==> src/rtl/softmax_decide.sv <==
// softmax_decide: winner/confidence decision on a pair of float32 class
// probabilities, queued in a small FIFO with per-class statistics.
module softmax_decide #(
  parameter logic [31:0] THRESH = 32'h3F333333,
  parameter int unsigned DEPTH  = 4,
  parameter int unsigned CNT_W  = 16
) (
  input  logic             clk,
  input  logic             reset,
  input  logic             valid_in,
  input  logic [31:0]      prob0,
  input  logic [31:0]      prob1,
  input  logic             out_ready,
  input  logic             clear_stats,
  output logic             out_valid,
  output logic             out_class,
  output logic [31:0]      out_conf,
  output logic             out_low,
  output logic             out_err,
  output logic             overflow,
  output logic [CNT_W-1:0] cnt0,
  output logic [CNT_W-1:0] cnt1,
  output logic [CNT_W-1:0] drop_cnt
);

  localparam int unsigned PTR_W = (DEPTH > 1) ? $clog2(DEPTH) : 1;
  localparam int unsigned OCC_W = PTR_W + 1;

  typedef struct packed {
    logic        cls;
    logic [31:0] conf;
    logic        low;
    logic        err;
  } dec_t;

  // Stage-1 registers
  logic        r_s1_valid;
  logic [31:0] r_p0;
  logic [31:0] r_p1;

  // FIFO state
  dec_t             r_mem [DEPTH];
  logic [PTR_W-1:0] r_wr;
  logic [PTR_W-1:0] r_rd;
  logic [OCC_W-1:0] r_count;

  // Registered head presentation and statistics
  logic             r_out_valid;
  dec_t             r_head;
  logic             r_overflow;
  logic [CNT_W-1:0] r_cnt0;
  logic [CNT_W-1:0] r_cnt1;
  logic [CNT_W-1:0] r_drop;

  // Stage-2 combinational decision
  logic             w_inv;
  logic             w_cls;
  dec_t             w_dec;

  // FIFO control
  logic             w_pop;
  logic             w_full;
  logic             w_push_ok;
  logic             w_drop;
  logic [PTR_W-1:0] w_rd_nxt;
  logic [OCC_W-1:0] w_occ_after_pop;
  logic [OCC_W-1:0] w_count_nxt;
  dec_t             w_head_nxt;

  // Saturating increment for statistics counters
  function automatic logic [CNT_W-1:0] sat_inc(input logic [CNT_W-1:0] v);
    return (&v) ? v : v + CNT_W'(1);
  endfunction

  // Stage 1: capture the probability pair on valid_in
  always_ff @(posedge clk) begin
    if (reset) begin
      r_s1_valid <= 1'b0;
      r_p0       <= '0;
      r_p1       <= '0;
    end else begin
      r_s1_valid <= valid_in;
      if (valid_in) begin
        r_p0 <= prob0;
        r_p1 <= prob1;
      end
    end
  end

  // Stage 2: validity, winner selection on magnitude bits, threshold compare
  always_comb begin
    w_inv = r_p0[31] | (r_p0[30:23] == 8'hFF) |
            r_p1[31] | (r_p1[30:23] == 8'hFF);
    // Ties resolve to class 0, so class 1 wins only on strictly greater
    w_cls = (r_p1[30:0] > r_p0[30:0]);
    w_dec = '0;
    if (w_inv) begin
      w_dec.err  = 1'b1;
      w_dec.cls  = 1'b0;
      w_dec.conf = 32'h0;
      w_dec.low  = 1'b1;
    end else begin
      w_dec.err  = 1'b0;
      w_dec.cls  = w_cls;
      w_dec.conf = w_cls ? r_p1 : r_p0;
      w_dec.low  = (w_dec.conf[30:0] < THRESH[30:0]);
    end
  end

  // FIFO push/pop arbitration and next head selection
  always_comb begin
    w_pop           = r_out_valid & out_ready;
    w_full          = (r_count == OCC_W'(DEPTH));
    w_push_ok       = r_s1_valid & (~w_full | w_pop);
    w_drop          = r_s1_valid & w_full & ~w_pop;
    w_rd_nxt        = w_pop ? r_rd + PTR_W'(1) : r_rd;
    w_occ_after_pop = r_count - OCC_W'(w_pop);
    w_count_nxt     = w_occ_after_pop + OCC_W'(w_push_ok);
    w_head_nxt      = r_head;
    // An entry written into an otherwise-empty queue becomes the head directly
    if (w_push_ok && (w_occ_after_pop == '0)) begin
      w_head_nxt = w_dec;
    end else if (w_occ_after_pop != '0) begin
      w_head_nxt = r_mem[w_rd_nxt];
    end
  end

  // FIFO storage, pointers and registered head
  always_ff @(posedge clk) begin
    if (reset) begin
      for (int i = 0; i < int'(DEPTH); i++) r_mem[i] <= '0;
      r_wr        <= '0;
      r_rd        <= '0;
      r_count     <= '0;
      r_out_valid <= 1'b0;
      r_head      <= '0;
    end else begin
      if (w_push_ok) begin
        r_mem[r_wr] <= w_dec;
        r_wr        <= r_wr + PTR_W'(1);
      end
      r_rd        <= w_rd_nxt;
      r_count     <= w_count_nxt;
      r_out_valid <= (w_count_nxt != '0);
      r_head      <= w_head_nxt;
    end
  end

  // Statistics: class counters, drop counter and sticky overflow; clear wins
  always_ff @(posedge clk) begin
    if (reset || clear_stats) begin
      r_cnt0     <= '0;
      r_cnt1     <= '0;
      r_drop     <= '0;
      r_overflow <= 1'b0;
    end else begin
      if (r_s1_valid && !w_inv && !w_cls) r_cnt0 <= sat_inc(r_cnt0);
      if (r_s1_valid && !w_inv &&  w_cls) r_cnt1 <= sat_inc(r_cnt1);
      if (w_drop) begin
        r_drop     <= sat_inc(r_drop);
        r_overflow <= 1'b1;
      end
    end
  end

  assign out_valid = r_out_valid;
  assign out_class = r_head.cls;
  assign out_conf  = r_head.conf;
  assign out_low   = r_head.low;
  assign out_err   = r_head.err;
  assign overflow  = r_overflow;
  assign cnt0      = r_cnt0;
  assign cnt1      = r_cnt1;
  assign drop_cnt  = r_drop;

endmodule

==> config.mk <==
export PLATFORM = sky130hd
export DESIGN_NAME = softmax_decide
export DESIGN_NICKNAME = d
export VERILOG_FILES = /design/src/rtl/softmax_decide.sv
export SDC_FILE = /design/constraint.sdc
export NUM_CORES = 1
export LEC_CHECK = 0
export CAP_MARGIN = 10
export CORE_AREA = 3 3 169 171
export DETAILED_ROUTE_END_ITERATION = 7
export DIE_AREA = 0 0 172 174
export PLACE_DENSITY = 0.75
export SLEW_MARGIN = 5
export SYNTH_ARGS = -nofsm -noshare
export SYNTH_HDL_FRONTEND = slang
export SYNTH_SLANG_ARGS = --single-unit
==> constraint.sdc <==
create_clock -name clk -period 3.25 [get_ports clk]
set_input_delay 0.65 -clock clk [delete_from_list [all_inputs] [get_ports clk]]
set_output_delay 0.65 -clock clk [all_outputs]
set_load 0.005 [all_outputs]
# == Yosys cells after proc, flatten, opt, wreduce, memory -nomap -nowiden ==
# Memories as Yosys holds them, arrays and structs flattened.
# Cells that the tools add are included.
# op_classes
addsub,7
mul,0
div,0
magnitude_cmp,2
eq_ne,3
n_shift,0
mux,13
bitwise_logic,13
reduce_logical,18
# ops
op,count
$mux 35,4
$add 16x1->16 const B,3
$reduce_and 16->1,3
$reduce_or 35->1,1
$mux 32,1
$gt 31x31->1,1
$lt 31x30->1 const B,1
$eq 8x8->1 const B,2
$mux 1,6
$reduce_and 2->1,3
$reduce_bool 3->1,2
$not 1->1,5
$add 2x1->2 const B,2
$and 1x1->1,4
$logic_and 1x1->1,4
$mux 2,2
$or 1x1->1,4
$add 3x1->3,1
$eq 3x3->1 const B,1
$logic_not 3->1,1
$sub 3x1->3,1
$logic_not 1->1,2
$reduce_bool 2->1,1
$logic_or 1x1->1,1
# word_totals
register_bits,157
latch_bits,0
mem_bits_rw,140
rom_bits,0
inputBits,69
output_inout_bits,85
wordCells,72
n_memories,1
# mem_list
name,words,word_bits,rd,rd_clocked_by_memory_dff,write_ports,line_no,text
r_mem,4,35,1,0,4,42,dec_t r_mem [DEPTH];

# == Depth between registers and ports, before layout ==
# logic_depth
ltp_word,9
ltp_mapped,11
depth_no_buf,10

# == Worst setup path before layout ==
# OpenSTA, ideal clock, no wires.
# synth_path
path_type,input to register
startpoint,in out_ready
endpoint,"mem r_mem[2][0] (netlist name), enable pin"
setup_ns,0.398
t_arrival_ns,2.684
t_required_ns,2.852
path_slack_ns,0.169
cell_stages,9
path_buffers,2
path_cell_list,nand2_1 nand3_1 nand2_1 inv_2 nand2b_1 clkbuf_1 or3b_1 clkbuf_1 nand2b_1
# synth_rtl
element,line_no,text
from (decl),13,"input logic out_ready,"
to (decl),42,

==> Flow_metrics.wiki <==
{| class="wikitable"
! Metric !! Value
|-
| Final critical path time including I/O delays and setup || roughly 3.1 ns
|-
| Number of hold violations in the final report || 0
|-
| Top area cells in the synthesized netlist || sky130_fd_sc_hd__edfxtp_1 (31%), sky130_fd_sc_hd__dfxtp_1 (23%), sky130_fd_sc_hd__a21oi_1 (6.4%), sky130_fd_sc_hd__nor3_1 (6.0%), sky130_fd_sc_hd__mux4_2 (5.7%)
|-
| Overall via count from detail_route || between 10000 and 15000
|-
| First-pass DRT Iterations || 5
|-
| Share of async-settable or async-resettable flops after synthesis || 0
|-
| Leakage component of the power || around 6.2 nW
|-
| Sequential share of the synthesized area || 0.534
|-
| Fraction of post-synthesis cell area in the top cell type by area || 0.305
|-
| Post-synthesis cell type with the largest combined area || sky130_fd_sc_hd__edfxtp_1
|-
| Max-slew violations || 0
|-
| Number of DRC markers in iteration 0 || around 800
|-
| Aggregate routed wire length || around 37000 um
|-
| Mean cell area of the mapped netlist || roughly 10 um2
|-
| I/O pin cnt || ~150
|-
| Highest-count cells in the layout ignoring fill and taps || sky130_fd_sc_hd__a21oi_1 (171), sky130_fd_sc_hd__nor3_1 (164), sky130_fd_sc_hd__dfxtp_1 (157), sky130_fd_sc_hd__clkdlybuf4s50_1 (151), sky130_fd_sc_hd__edfxtp_1 (140)
|-
| Global-route wire length before repair || 58300 um
|-
| Required time of the critical path || around 3.5 ns
|-
| Sum of net half-perimeters after detailed placement || 24700 um
|-
| Remaining antenna violation count after routing || 0
|-
| Starting utilization of the core area || 0.509
|-
| Unrepaired setup endpoints after global routing || no
|-
| Critical Path End Type || register
|-
| R2r setup slk || around 0.16 ns
|-
| Worst setup path startpoint || r_p0[13]$_SDFFE_PP0P_
|-
| Count of unique library cells instantiated by Yosys || 58
|-
| Total number of clock tree sinks || 297
|-
| Clock Skew || 0.0319 ns
|-
| Final core occ || 0.633
|-
| Max-cap violations || 0
|-
| Remaining global-route overflow || 0
|-
| Number of warnings printed during yosys synthesis || 0
|-
| Worst slack on hold paths || slightly above 0.4 ns
|-
| Post-synthesis instance area || 13800 um2
|-
| Area overhead of the layout relative to synthesis || 24.2%
|-
| Worst slew margin || 0.395
|-
| Mean routed wirelength per cell || 20.0 um
|-
| Fmax || approximately 320 MHz
|-
| Number of buffers inserted for hold repair after clock tree synthesis || 0
|-
| Sort of element at the start of the critical path || register
|-
| Antenna diode count || 0
|-
| Post-place instance area || around 16000 um2
|-
| Type of the tightest min-delay check || in -> reg
|-
| Clock tree from TritonCTS || yes
|-
| Clock root buffer master || sky130_fd_sc_hd__clkbuf_16
|-
| Total buffers and inverters traversed by the critical path || 4
|-
| Total die area || approximately 30000 um2
|-
| Per-cell via count in the routed design || 6.09
|-
| Part of the cycle the worst path needs || 0.950
|-
| Total global-route track usage || 0.240
|-
| Cells after Synth || 1316
|-
| Die width || ~170 um
|-
| Flip-flop and latch count after synthesis || 297
|-
| Number of port buffers || approximately 150
|-
| Arrival time of data at the critical path endpoint || ~3.4 ns
|-
| Buffer count from post-CTS setup fixing || 0
|-
| Critical-path cell list || inv_1 > ha_1 > nand4_1 > nor4_2 > buf_4 > and2_1 > a2bb2oi_2 > nand2_1 > buf_12 > a21oi_1 > buf_4 > nor3_1
|-
| Largest net degree at the start of global routing || 60
|-
| Placer Congestion || roughly 0.9
|-
| Max rail drop VDD || slightly below 500 uV
|-
| Number of antenna violations at the first check in global routing || 0
|-
| Floorplan core area || around 27000 um2
|-
| Hold wc startpoint || reset
|-
| Most common cell on crit path || sky130_fd_sc_hd__buf_4
|-
| Number of global-route vias before repair || roughly 11000
|-
| Start of the worst register-to-register path || r_p0[13]$_SDFFE_PP0P_
|-
| Clock latency on the worst-skew pair || roughly 0.57 ns
|-
| Least-Margin Pin Slew || ~0.90 ns
|-
| Kind of cell adding the most delay to the critical path || simple AND/OR/NAND/NOR gates
|-
| Number of inserted filler cells in the final layout || 2121
|-
| Run status || completed
|-
| Slowest stage cell, crit path || sky130_fd_sc_hd__nor4_2
|-
| Stage delay of the slowest cell on the critical path || between 0.4 and 0.5 ns
|-
| Post-route standard cell area excluding fillers || about 17000 um2
|-
| Fraction of layout instances using a drive strength above 1 || 0.113
|-
| Y dimension of the die || ~170 um
|-
| H-Tree Depth || 1
|-
| Setup violations, final || 0
|-
| Most frequent standard cell in the layout excluding fill and tap cells || sky130_fd_sc_hd__a21oi_1
|-
| Number of synthesized flops with an enable pin || 140
|-
| # DRC || 0
|-
| Summed negative setup slack over all endpoints || 0 ns
|-
| Setup CP Type || reg -> reg
|-
| Most used flip-flop cell after synthesis || sky130_fd_sc_hd__dfxtp_1
|-
| Clock-pin transition on the worst setup and hold timing paths || approximately 0.06 ns
|-
| Total number of placement rows || 60
|-
| # nets final || ~1600
|-
| Top fanout value on the critical path || 47
|-
| Areal power density over the cells || between 600 and 700 nW/um2
|-
| Max Root-Sink Buffers || 3
|-
| TritonCTS Buffers || 30
|}
==> layer usage <==
layer	vias up	share of wire	track usage
met5	-	0	0
met4	0	0.025	0.0649
met3	76	0.071	0.0366
met2	458	0.48	0.391
met1	5447	0.42	0.335
li1	5223	-	-
==> power breakdown <==
group	internal [mW]	leakage, nW	total, mW	switching, mW
clock network	2.30	0.529	3.72	1.42
registers	4.23	2.73	4.42	0.197
logic	1.33	2.96	3.07	1.74
total	7.85	6.22	11.2	3.36
==> cells by family (layout without fill, tap and decap cells) <==
logic type | after synthesis | after routing | synth area share
AND/OR/NAND/NOR | 446 | 446 | 0.159
flip-flops | 297 | 297 | 0.534
AO/OA/AOI/OAI | 274 | 274 | 0.112
buffers and inverters | 136 | 317 | 0.0403
multiplexers | 105 | 105 | 0.108
adder cells (fa/ha/maj) | 38 | 38 | 0.0345
XOR/XNOR | 19 | 19 | 0.0121
other | 1 | 4 | 0.000272
==> Yosys cell counts, drive strengths merged (2+ instances only) <==
| cell | n |
|---|---|
| a211oi | 4 |
| a21oi | 175 |
| a31o | 4 |
| a31oi | 2 |
| and2 | 2 |
| and3 | 8 |
| and4 | 4 |
| buf | 17 |
| clkbuf | 75 |
| dfxtp | 157 |
| edfxtp | 140 |
| ha | 38 |
| inv | 44 |
| mux2i | 70 |
| mux4 | 35 |
| nand2 | 49 |
| nand2b | 5 |
| nand3 | 35 |
| nand4 | 20 |
| nor2 | 112 |
| nor2b | 5 |
| nor3 | 164 |
| nor4 | 4 |
| o211a | 2 |
| o211ai | 4 |
| o21a | 3 |
| o21ai | 48 |
| o311ai | 3 |
| o31a | 2 |
| o31ai | 16 |
| o41ai | 2 |
| or2 | 2 |
| or3 | 15 |
| or4 | 18 |
| xnor2 | 4 |
| xor2 | 15 |
==> path summary, 6_finish.rpt <==
path	endpoint	depth (start not counted)
max	r_mem[0][28]$_SDFFCE_PN0P_	12
min	out_class$_SDFFE_PP0P_	2
max reg2reg	r_mem[0][28]$_SDFFCE_PN0P_	12
min reg2reg	overflow$_SDFFE_PP0P_	2
==> timing repair <==
action,in CTS,in global routing
setup endpoints to repair,1,15
resized for setup,1,4
gates cloned,0,0
==> registers in the layout, summed over array words and instances (netlist names) <==
register,cells
cnt0,16
cnt1,16
drop_cnt,16
out_class,1
out_conf,32
out_err,1
out_low,1
out_valid,1
overflow,1
r_count,3
r_mem,140
r_p0,32
r_p1,32
r_rd,2
r_s1_valid,1
r_wr,2
==> area by class of cell <==
class	count	area, um2	area share
clock inverters	11	188	0.0110
well taps	341	427	0.0249
inverters	44	165	0.00965
clock buffers	44	896	0.0524
repair buffers	218	2140	0.125
flip-flops and latches	297	7350	0.429
multi-input cells	886	5940	0.347
==> per-stage QoR <==
| step | setup WS (ns) | std cells | total power, mW |
|---|---|---|---|
| 5_1_grt | 0.0469 | 1841 | 11.7 |
| 6_report | 0.162 | 1841 | 11.2 |
| 3_5_place_dp | 0.0149 | 1786 | 7.53 |
| 2_1_floorplan | 0.169 | 1319 | 6.40 |
| 4_1_cts | 0.0177 | 1841 | 11.3 |
| 3_3_place_gp | 0.138 | 1786 | 7.44 |
(Power assumes the default switching activity.)
